[src/rtl/rvh_ptw_mem_bridge_pkg.sv]
// Shared MMU definitions for the page-table-walker memory bridge: FSM states
// and line-geometry helpers.
package rvh_ptw_mem_bridge_pkg;

   typedef enum logic [1:0] {
      IDLE  = 2'd0,
      MREQ  = 2'd1,
      MWAIT = 2'd2,
      RESP  = 2'd3
   } ptw_bridge_state_e;

   localparam int DEFAULT_LINE_WIDTH = 256;

   // Number of byte-offset bits inside one memory line of the given width.
   function automatic int line_offset_width(input int line_width);
      return $clog2(line_width / 8);
   endfunction

   localparam int LINE_OFFSET_WIDTH = line_offset_width(DEFAULT_LINE_WIDTH);

endpackage

[src/rtl/rvh_ptw_mem_bridge.sv]
// PTW-to-memory bridge: one outstanding PTE read, served from a single-line
// buffer on a hit or fetched as a full line from memory on a miss.
module rvh_ptw_mem_bridge
   import rvh_ptw_mem_bridge_pkg::*;
#(
   parameter int PADDR_WIDTH  = 56,
   parameter int PTW_ID_WIDTH = 1,
   parameter int PTE_WIDTH    = 64,
   parameter int LINE_WIDTH   = 256
) (
   input  logic                    clk,
   input  logic                    rstn,
   input  logic                    ptw_walk_req_vld_i,
   input  logic [PTW_ID_WIDTH-1:0] ptw_walk_req_id_i,
   input  logic [PADDR_WIDTH-1:0]  ptw_walk_req_addr_i,
   output logic                    ptw_walk_req_rdy_o,
   output logic                    ptw_walk_resp_vld_o,
   output logic [PTW_ID_WIDTH-1:0] ptw_walk_resp_id_o,
   output logic [PTE_WIDTH-1:0]    ptw_walk_resp_pte_o,
   input  logic                    ptw_walk_resp_rdy_i,
   output logic                    mem_req_vld_o,
   output logic [PADDR_WIDTH-1:0]  mem_req_addr_o,
   input  logic                    mem_req_rdy_i,
   input  logic                    mem_resp_vld_i,
   input  logic [LINE_WIDTH-1:0]   mem_resp_data_i,
   input  logic                    mem_resp_err_i,
   output logic                    mem_resp_rdy_o,
   input  logic                    flush_i
);

   localparam int OFF_W   = line_offset_width(LINE_WIDTH);
   localparam int IDX_W   = OFF_W - 3;
   localparam int NUM_PTE = 1 << IDX_W;
   localparam int TAG_W   = PADDR_WIDTH - OFF_W;

   ptw_bridge_state_e        state_reg;
   logic                     req_rdy_reg;
   logic                     resp_vld_reg;
   logic [PTW_ID_WIDTH-1:0]  resp_id_reg;
   logic [PTE_WIDTH-1:0]     resp_pte_reg;
   logic                     mem_req_vld_reg;
   logic [PADDR_WIDTH-1:0]   mem_req_addr_reg;
   logic                     mem_resp_rdy_reg;
   logic [TAG_W-1:0]         tag_reg;
   logic [IDX_W-1:0]         idx_reg;
   logic                     pend_flush_reg;
   logic                     buf_vld_reg;
   logic [TAG_W-1:0]         buf_tag_reg;
   logic [LINE_WIDTH-1:0]    buf_line_reg;

   logic [PTE_WIDTH-1:0]     buf_ptes [NUM_PTE];
   logic [PTE_WIDTH-1:0]     mem_ptes [NUM_PTE];

   for (genvar gi = 0; gi < NUM_PTE; gi++) begin : g_pte
      assign buf_ptes[gi] = buf_line_reg[gi*PTE_WIDTH +: PTE_WIDTH];
      assign mem_ptes[gi] = mem_resp_data_i[gi*PTE_WIDTH +: PTE_WIDTH];
   end

   logic             req_fire;
   logic             req_misaligned;
   logic             req_hit;
   logic [TAG_W-1:0] req_tag;
   logic [IDX_W-1:0] req_idx;

   assign req_tag        = ptw_walk_req_addr_i[PADDR_WIDTH-1:OFF_W];
   assign req_idx        = ptw_walk_req_addr_i[OFF_W-1:3];
   assign req_fire       = ptw_walk_req_vld_i & req_rdy_reg;
   assign req_misaligned = |ptw_walk_req_addr_i[2:0];
   assign req_hit        = buf_vld_reg && (buf_tag_reg == req_tag) && !flush_i;

   always_ff @(posedge clk) begin
      if (!rstn) begin
         state_reg        <= IDLE;
         req_rdy_reg      <= 1'b1;
         resp_vld_reg     <= 1'b0;
         resp_id_reg      <= '0;
         resp_pte_reg     <= '0;
         mem_req_vld_reg  <= 1'b0;
         mem_req_addr_reg <= '0;
         mem_resp_rdy_reg <= 1'b0;
         pend_flush_reg   <= 1'b0;
         buf_vld_reg      <= 1'b0;
      end else begin
         case (state_reg)
            IDLE: begin
               if (req_fire) begin
                  req_rdy_reg    <= 1'b0;
                  resp_id_reg    <= ptw_walk_req_id_i;
                  tag_reg        <= req_tag;
                  idx_reg        <= req_idx;
                  pend_flush_reg <= flush_i;
                  if (req_misaligned) begin
                     resp_pte_reg <= '0;
                     resp_vld_reg <= 1'b1;
                     state_reg    <= RESP;
                  end else if (req_hit) begin
                     resp_pte_reg <= buf_ptes[req_idx];
                     resp_vld_reg <= 1'b1;
                     state_reg    <= RESP;
                  end else begin
                     mem_req_addr_reg <= {req_tag, {OFF_W{1'b0}}};
                     mem_req_vld_reg  <= 1'b1;
                     state_reg        <= MREQ;
                  end
               end
            end
            MREQ: begin
               if (mem_req_rdy_i) begin
                  mem_req_vld_reg  <= 1'b0;
                  mem_resp_rdy_reg <= 1'b1;
                  state_reg        <= MWAIT;
               end
            end
            MWAIT: begin
               if (mem_resp_vld_i) begin
                  mem_resp_rdy_reg <= 1'b0;
                  resp_vld_reg     <= 1'b1;
                  state_reg        <= RESP;
                  if (mem_resp_err_i) begin
                     resp_pte_reg <= '0;
                     buf_vld_reg  <= 1'b0;
                  end else begin
                     resp_pte_reg <= mem_ptes[idx_reg];
                     // A flush since acceptance makes this line possibly stale.
                     if (!pend_flush_reg) begin
                        buf_vld_reg  <= 1'b1;
                        buf_tag_reg  <= tag_reg;
                        buf_line_reg <= mem_resp_data_i;
                     end
                  end
               end
            end
            RESP: begin
               if (ptw_walk_resp_rdy_i) begin
                  resp_vld_reg <= 1'b0;
                  req_rdy_reg  <= 1'b1;
                  state_reg    <= IDLE;
               end
            end
            default: state_reg <= IDLE;
         endcase
         // Placed last so a coincident flush overrides any fill above.
         if (flush_i) begin
            buf_vld_reg    <= 1'b0;
            pend_flush_reg <= 1'b1;
         end
      end
   end

   assign ptw_walk_req_rdy_o  = req_rdy_reg;
   assign ptw_walk_resp_vld_o = resp_vld_reg;
   assign ptw_walk_resp_id_o  = resp_id_reg;
   assign ptw_walk_resp_pte_o = resp_pte_reg;
   assign mem_req_vld_o       = mem_req_vld_reg;
   assign mem_req_addr_o      = mem_req_addr_reg;
   assign mem_resp_rdy_o      = mem_resp_rdy_reg;

endmodule

[config.mk]
export PLATFORM = sky130hd
export DESIGN_NAME = rvh_ptw_mem_bridge
export DESIGN_NICKNAME = d
export VERILOG_FILES = /design/src/rtl/rvh_ptw_mem_bridge_pkg.sv /design/src/rtl/rvh_ptw_mem_bridge.sv
export SDC_FILE = /design/constraint.sdc
export NUM_CORES = 1
export LEC_CHECK = 0
export BUFFER_PORTS_ARGS = -buffer_cell sky130_fd_sc_hd__buf_2
export CAP_MARGIN = 20
export CORE_AREA = 5 5 197 199
export DETAILED_ROUTE_END_ITERATION = 10
export DIE_AREA = 0 0 202 204
export PLACE_DENSITY = 0.79
export SLEW_MARGIN = 30
export SYNTH_ARGS = -nofsm -noshare
export SYNTH_HDL_FRONTEND = slang
export SYNTH_SLANG_ARGS = --single-unit
export TNS_END_PERCENT = 1
[constraint.sdc]
create_clock -name clk -period 48.6 [get_ports clk]
set_input_delay 9.72 -clock clk [delete_from_list [all_inputs] [get_ports clk]]
set_output_delay 9.72 -clock clk [all_outputs]
set_load 0.05 [all_outputs]
== Yosys cells after proc, flatten, opt, wreduce, memory -nomap -nowiden ==
Index checks and enable logic that the tools add are counted.

* Flip-flop bits (word level): 484
* Output and inout port bits: 125
* Logic and storage cells: 101

* Magnitude comparators: 2
* Eq/ne operators: 12
* Muxes and demuxes: 40
* Bitwise operators: 8
* Reductions and logical operators: 25

{| class="wikitable"
|+ Operators by type and width
! cell !! count
|-
| 2-to-1 mux 64 bit || 9
|-
| binary-select mux 64 bit (select 2 bit) || 2
|-
| case mux 64 bit (2 select lines) || 1
|-
| equality test 51 bit || 1
|-
| 2-to-1 mux 1 bit || 17
|-
| AND reduction 5 bit || 3
|-
| inequality test 2 bit, second input constant || 7
|-
| 2-to-1 mux 2 bit || 6
|-
| AND reduction 3 bit || 4
|-
| AND reduction 4 bit || 3
|-
| nonzero test 2 bit || 6
|-
| case mux 2 bit (4 select lines) || 1
|-
| greater-or-equal comparator 3 bit, second input constant || 2
|-
| NOT 2 -> 3 bit || 2
|-
| case mux 1 bit (2 select lines) || 3
|-
| NOT 1 bit || 5
|-
| equality test 2 bit, second input constant || 2
|-
| AND reduction 2 bit || 2
|-
| inequality test 3 bit, second input constant || 1
|-
| case mux 1 bit (3 select lines) || 1
|-
| nonzero test 3 bit || 1
|-
| OR reduction 3 bit || 1
|-
| equality test 2 x 1 -> 1 bit, second input constant || 1
|-
| logical AND 1 bit || 2
|-
| 4 further kinds || 4
|}

== Logic depth before layout (Yosys ltp) ==
* Depth after elaboration: 8
* Gate-level depth with buffers: 10
* Mapped depth without buffers: 8

== Least setup slack after synthesis ==
No wires, ideal clock.

* Path kind: input -> register
* From: input port mem_resp_err_i
* To: register buf_line_reg[0], enable pin
* Library setup time: 1.761 ns
* Arrival: 39.279 ns
* Required time: 46.839 ns
* Setup slack: 7.560 ns
* Stages: 1
* Path through: nor4_1

* Word-level cells in the longest chain between the ends: 2

{| class="wikitable"
|+ Ends and longest elaborated chain
! item !! RTL line !! RTL
|-
| from (decl) || rvh_ptw_mem_bridge.sv:26 || <nowiki>input logic mem_resp_err_i,</nowiki>
|-
| NOT 1 bit (no line) || -- ||
|-
| AND reduction 5 bit (no line) || -- ||
|-
| to (signal assigned) || rvh_ptw_mem_bridge.sv:128 || <nowiki>buf_line_reg <= mem_resp_data_i;</nowiki>
|-
| to (decl) || rvh_ptw_mem_bridge.sv:49 || <nowiki>logic [LINE_WIDTH-1:0] buf_line_reg;</nowiki>
|}

Every way passes these cells.
A chain may end at the register's enable or synchronous reset.

== Worst setup path after layout ==
* From: input port ptw_walk_req_addr_i[9]
* To: register resp_pte_reg[12] (netlist: ptw_walk_resp_pte_o[12])

* Word-level cells in the longest chain between the ends: 5

{| class="wikitable"
|+ Ends and longest elaborated chain
! item !! RTL line !! RTL
|-
| from (decl) || rvh_ptw_mem_bridge.sv:15 || <nowiki>input logic [PADDR_WIDTH-1:0] ptw_walk_req_addr_i,</nowiki>
|-
| equality test 51 bit || rvh_ptw_mem_bridge.sv:69 || <nowiki>assign req_hit = buf_vld_reg && (buf_tag_reg == req_tag) && !flush_i;</nowiki>
|-
| logical AND 1 bit (2 in series) || rvh_ptw_mem_bridge.sv:69 ||
|-
| inequality test 3 bit (no line) || -- ||
|-
| AND reduction 4 bit (no line) || -- ||
|-
| to (signal assigned) || rvh_ptw_mem_bridge.sv:97 || <nowiki>resp_pte_reg <= buf_ptes[req_idx];</nowiki>
|-
| to (signal assigned) || rvh_ptw_mem_bridge.sv:123 || <nowiki>resp_pte_reg <= mem_ptes[idx_reg];</nowiki>
|-
| to (decl) || rvh_ptw_mem_bridge.sv:40 || <nowiki>logic [PTE_WIDTH-1:0] resp_pte_reg;</nowiki>
|}

Every way passes these cells.

==> reports/results.tsv <==
stage	metric	value	unit
status	status	finished clean	
logic_synthesis	count leader, synth	edfxtp_1	
power_and_ir_drop	worst vdd rail ir drop	0.00003906	V
power_and_ir_drop	combinational fraction of design power	25.8	%
floorplan	Starting Density	52.93	%
critical_path	Critical Path, Cell by Cell	buf_2 -> xor2_1 -> nor4_1 -> nand4_1 -> or4_2 -> a21oi_4 -> buf_4 -> a211oi_1	
placement	Detailed Place HPWL	35.10	mm
clocking	CTS root buf	clkbuf_16	
clocking	H-tree lvl count	2	
timing	final slew viol count	0	
clocking	CTS tree	built	
floorplan	Die Area	41210	sq um
timing	Setup TNS	0	ns
critical_path	Crit Reg-Reg Endpoint	ptw_walk_resp_pte_o[12]	
detailed_routing	drt first pass iters	5	
floorplan	IO Count	446	
detailed_routing	vias	13050	
clocking	# Post-CTS Setup Buffers	0	
detailed_routing	Remaining DRCs	0	
min_path	Hold Path Stages	0	
timing	final setup margin	35.77	ns
power_and_ir_drop	clock share of power	32.3	%
critical_path	worst-path fanout max	41	
global_routing	grt ovf	0	
logic_synthesis	Synth top cells by count	edfxtp_1, mux4_2, dfxtp_1	
timing	hold slack	0.4138	ns
logic_synthesis	FF+latch count, synth	484	
min_path	endpoint of the worst hold path	buf_tag_reg[43]	
global_routing	vias in the first global route	13470	
timing	setup violators final	0	
logic_synthesis	Netlist cell types	35	
logic_synthesis	Avg Inst Size Synth	16.41	sq um
timing	Tcrit/Tclk final	26.39	%
placement	routability cong.	0.8556	
final_layout	layout cells sized above 1	41.38	%
power_and_ir_drop	Sw Share	33.16	%
logic_synthesis	Seq/Total Area, Yosys	67.80	%
clocking	Post-CTS Hold Fix Bufs	0	
power_and_ir_drop	Power, Total	1214	uW
timing	worst slew pin tran	0.8858	ns
critical_path	max incr delay on CP	0.78	ns
power_and_ir_drop	internal power	811.7	uW
timing	Final Hold Viols	0	
timing	fmax	77.96	MHz
global_routing	first-pass GRT wire length	79.96	mm
global_routing	initial antenna violation count	18	
logic_synthesis	top cell type's share of synthesized area	55.14	%
timing	RSZ-0062 raised after global routing	false	
clocking	# resized after CTS	0	
detailed_routing	drt via density	6.100	
critical_path	Worst EP arrival	13.24	ns
clocking	worst-skew pair later-pin latency	0.57	ns
clocking	Clock Path Buffers	3	
logic_synthesis	Warnings, synthesis	0	
final_layout	area grow syn2layout	22.62	%
detailed_routing	routed len/inst	24.76	um
min_path	hold crit path type	reg -> reg	
power_and_ir_drop	PwrDens	50.52	nW/um^2
critical_path	slowest CP cell	or4_2	
final_layout	max reg flops	256	
global_routing	largest net degree at the start of global routing	185	
power_and_ir_drop	switching power	402.7	uW
logic_synthesis	Synth area leader	edfxtp_1	
power_and_ir_drop	P_leak	0.008694	uW
logic_synthesis	Synth Instances	1195	
min_path	HP Start	tag_reg[43]	
placement	Post-Place Cell Area	22250	sq um
critical_path	Critical Path End Type	flip-flop	
floorplan	die height	204	um
timing	Slew HR	40.95	%
critical_path	delay-heaviest family, CP	simple AND/OR/NAND/NOR gates	
final_layout	design area	24040	sq um
final_layout	Final #Nets	1936	
power_and_ir_drop	Sequential Power Share	41.9	%
run	maxcap violations	0	
critical_path	WP data required	49.01	ns
floorplan	num rows	71	
logic_synthesis	top cells by area, synth	edfxtp_1, mux4_2, dfxtp_1, a211oi_1, a22oi_1	
detailed_routing	Post-Route WL	52.98	mm
clocking	Inserted Clock Buffers	50	
timing	Fin Clk Skew	0.01551	ns
critical_path	Worst Setup Start Kind	primary input	
timing	Tmin final	12.83	ns
floorplan	die width	202	um
placement	IO buf count	440	
floorplan	Core Area	37040	sq um
placement	DP Worst Slack	35.23	ns
detailed_routing	ANT nets after route	0	
logic_synthesis	number of synthesized flops with an enable pin	360	
logic_synthesis	Synth Flop Type	edfxtp_1	
logic_synthesis	mapped cell area	19610	sq um
critical_path	worst r2r src	buf_tag_reg[4]	
global_routing	total track usage	25.19	%
critical_path	R2R depth	7	
critical_path	crit path buf inv count	2	
clocking	Reg clk slew, reported paths	0.06	ns
clocking	Sink Count	484	
detailed_routing	drt initial violations	944	
critical_path	reg2reg setup slack	44.66	ns
critical_path	crit path kind	in -> reg	
logic_synthesis	FFs w/ async S/R, synth	0	%
worst max path at each step:
stage / start / to / depth (start not counted)
final: ptw_walk_req_addr_i[9] / ptw_walk_resp_pte_o[12] / 8
after global routing: ptw_walk_req_addr_i[9] / ptw_walk_resp_pte_o[13] / 8
after CTS: ptw_walk_req_addr_i[9] / ptw_walk_resp_pte_o[31] / 8
after detailed placement: ptw_walk_req_addr_i[9] / ptw_walk_resp_pte_o[34] / 8
after global placement: ptw_walk_req_addr_i[9] / ptw_walk_resp_pte_o[19] / 8
after floorplan: mem_resp_err_i / buf_line_reg[0] / 1
routing by layer:
| metal | wire length [um] | vias to the layer above | global-route usage (%) |
|---|---|---|---|
| li1 | - | 5714 | - |
| met1 | 19380 | 6463 | 32.24 |
| met2 | 26320 | 741 | 41.56 |
| met3 | 5471 | 122 | 7.141 |
| met4 | 1727 | 14 | 9.302 |
| met5 | 78 | - | 0 |
placed cells by master, fill, tap and decap left out, drive strengths merged, types with 9 or more instances in the layout:
| cell type | n |
|---|---|
| edfxtp | 360 |
| nor4 | 16 |
| clkinv | 18 |
| dfxtp | 124 |
| nor2 | 9 |
| mux4 | 128 |
| diode | 13 |
| a211oi | 66 |
| a21oi | 62 |
| o21ai | 56 |
| xor2 | 49 |
| clkbuf | 69 |
| nor3 | 68 |
| nand3 | 54 |
| buf | 461 |
| a22oi | 64 |
power by group through the flow:
stage | clock, uW | sequential [uW] | combinational [uW]
2_1_floorplan | 0 | 622 | 120
4_1_cts | 398 | 509 | 315
6_report | 392 | 509 | 313
3_3_place_gp | 0 | 515 | 307
5_1_grt | 417 | 512 | 332
3_5_place_dp | 0 | 516 | 314
metrics by stage:
step,util [%],std cells
final,64.90,2140
after global routing,64.88,2137
after CTS,64.69,2126
after detailed placement,60.05,2032
after global placement,59.99,2031
after floorplan,-,1199
area by class of cell:
| cell class | count | area [sq um] |
|---|---|---|
| Multi-Input combinational cell | 607 | 5952 |
| Timing Repair Buffer | 461 | 2422 |
| Tap cell | 474 | 593.1 |
| Antenna cell | 13 | 32.53 |
| Fill cell | 2562 | 13000 |
| Clock inverter | 25 | 231.5 |
| Inverter | 7 | 28.78 |
| Clock buffer | 69 | 1488 |
| Sequential cell | 484 | 13290 |
cell families (layout without fill, tap and decap cells):
logic type      count (synthesis)  count (layout)  share of synthesized area, %
flops                         484             484                         67.80
compound gates                253             253                         8.264
simple gates                  166             166                         4.448
mux                           130             130                         14.81
buf+inv                       108             562                         2.221
xor+xnor                       49              49                         2.189
fa+ha+maj                       4               4                        0.2553
other cells                     1              18                       0.01913
Power figures use the tool's default switching activity.
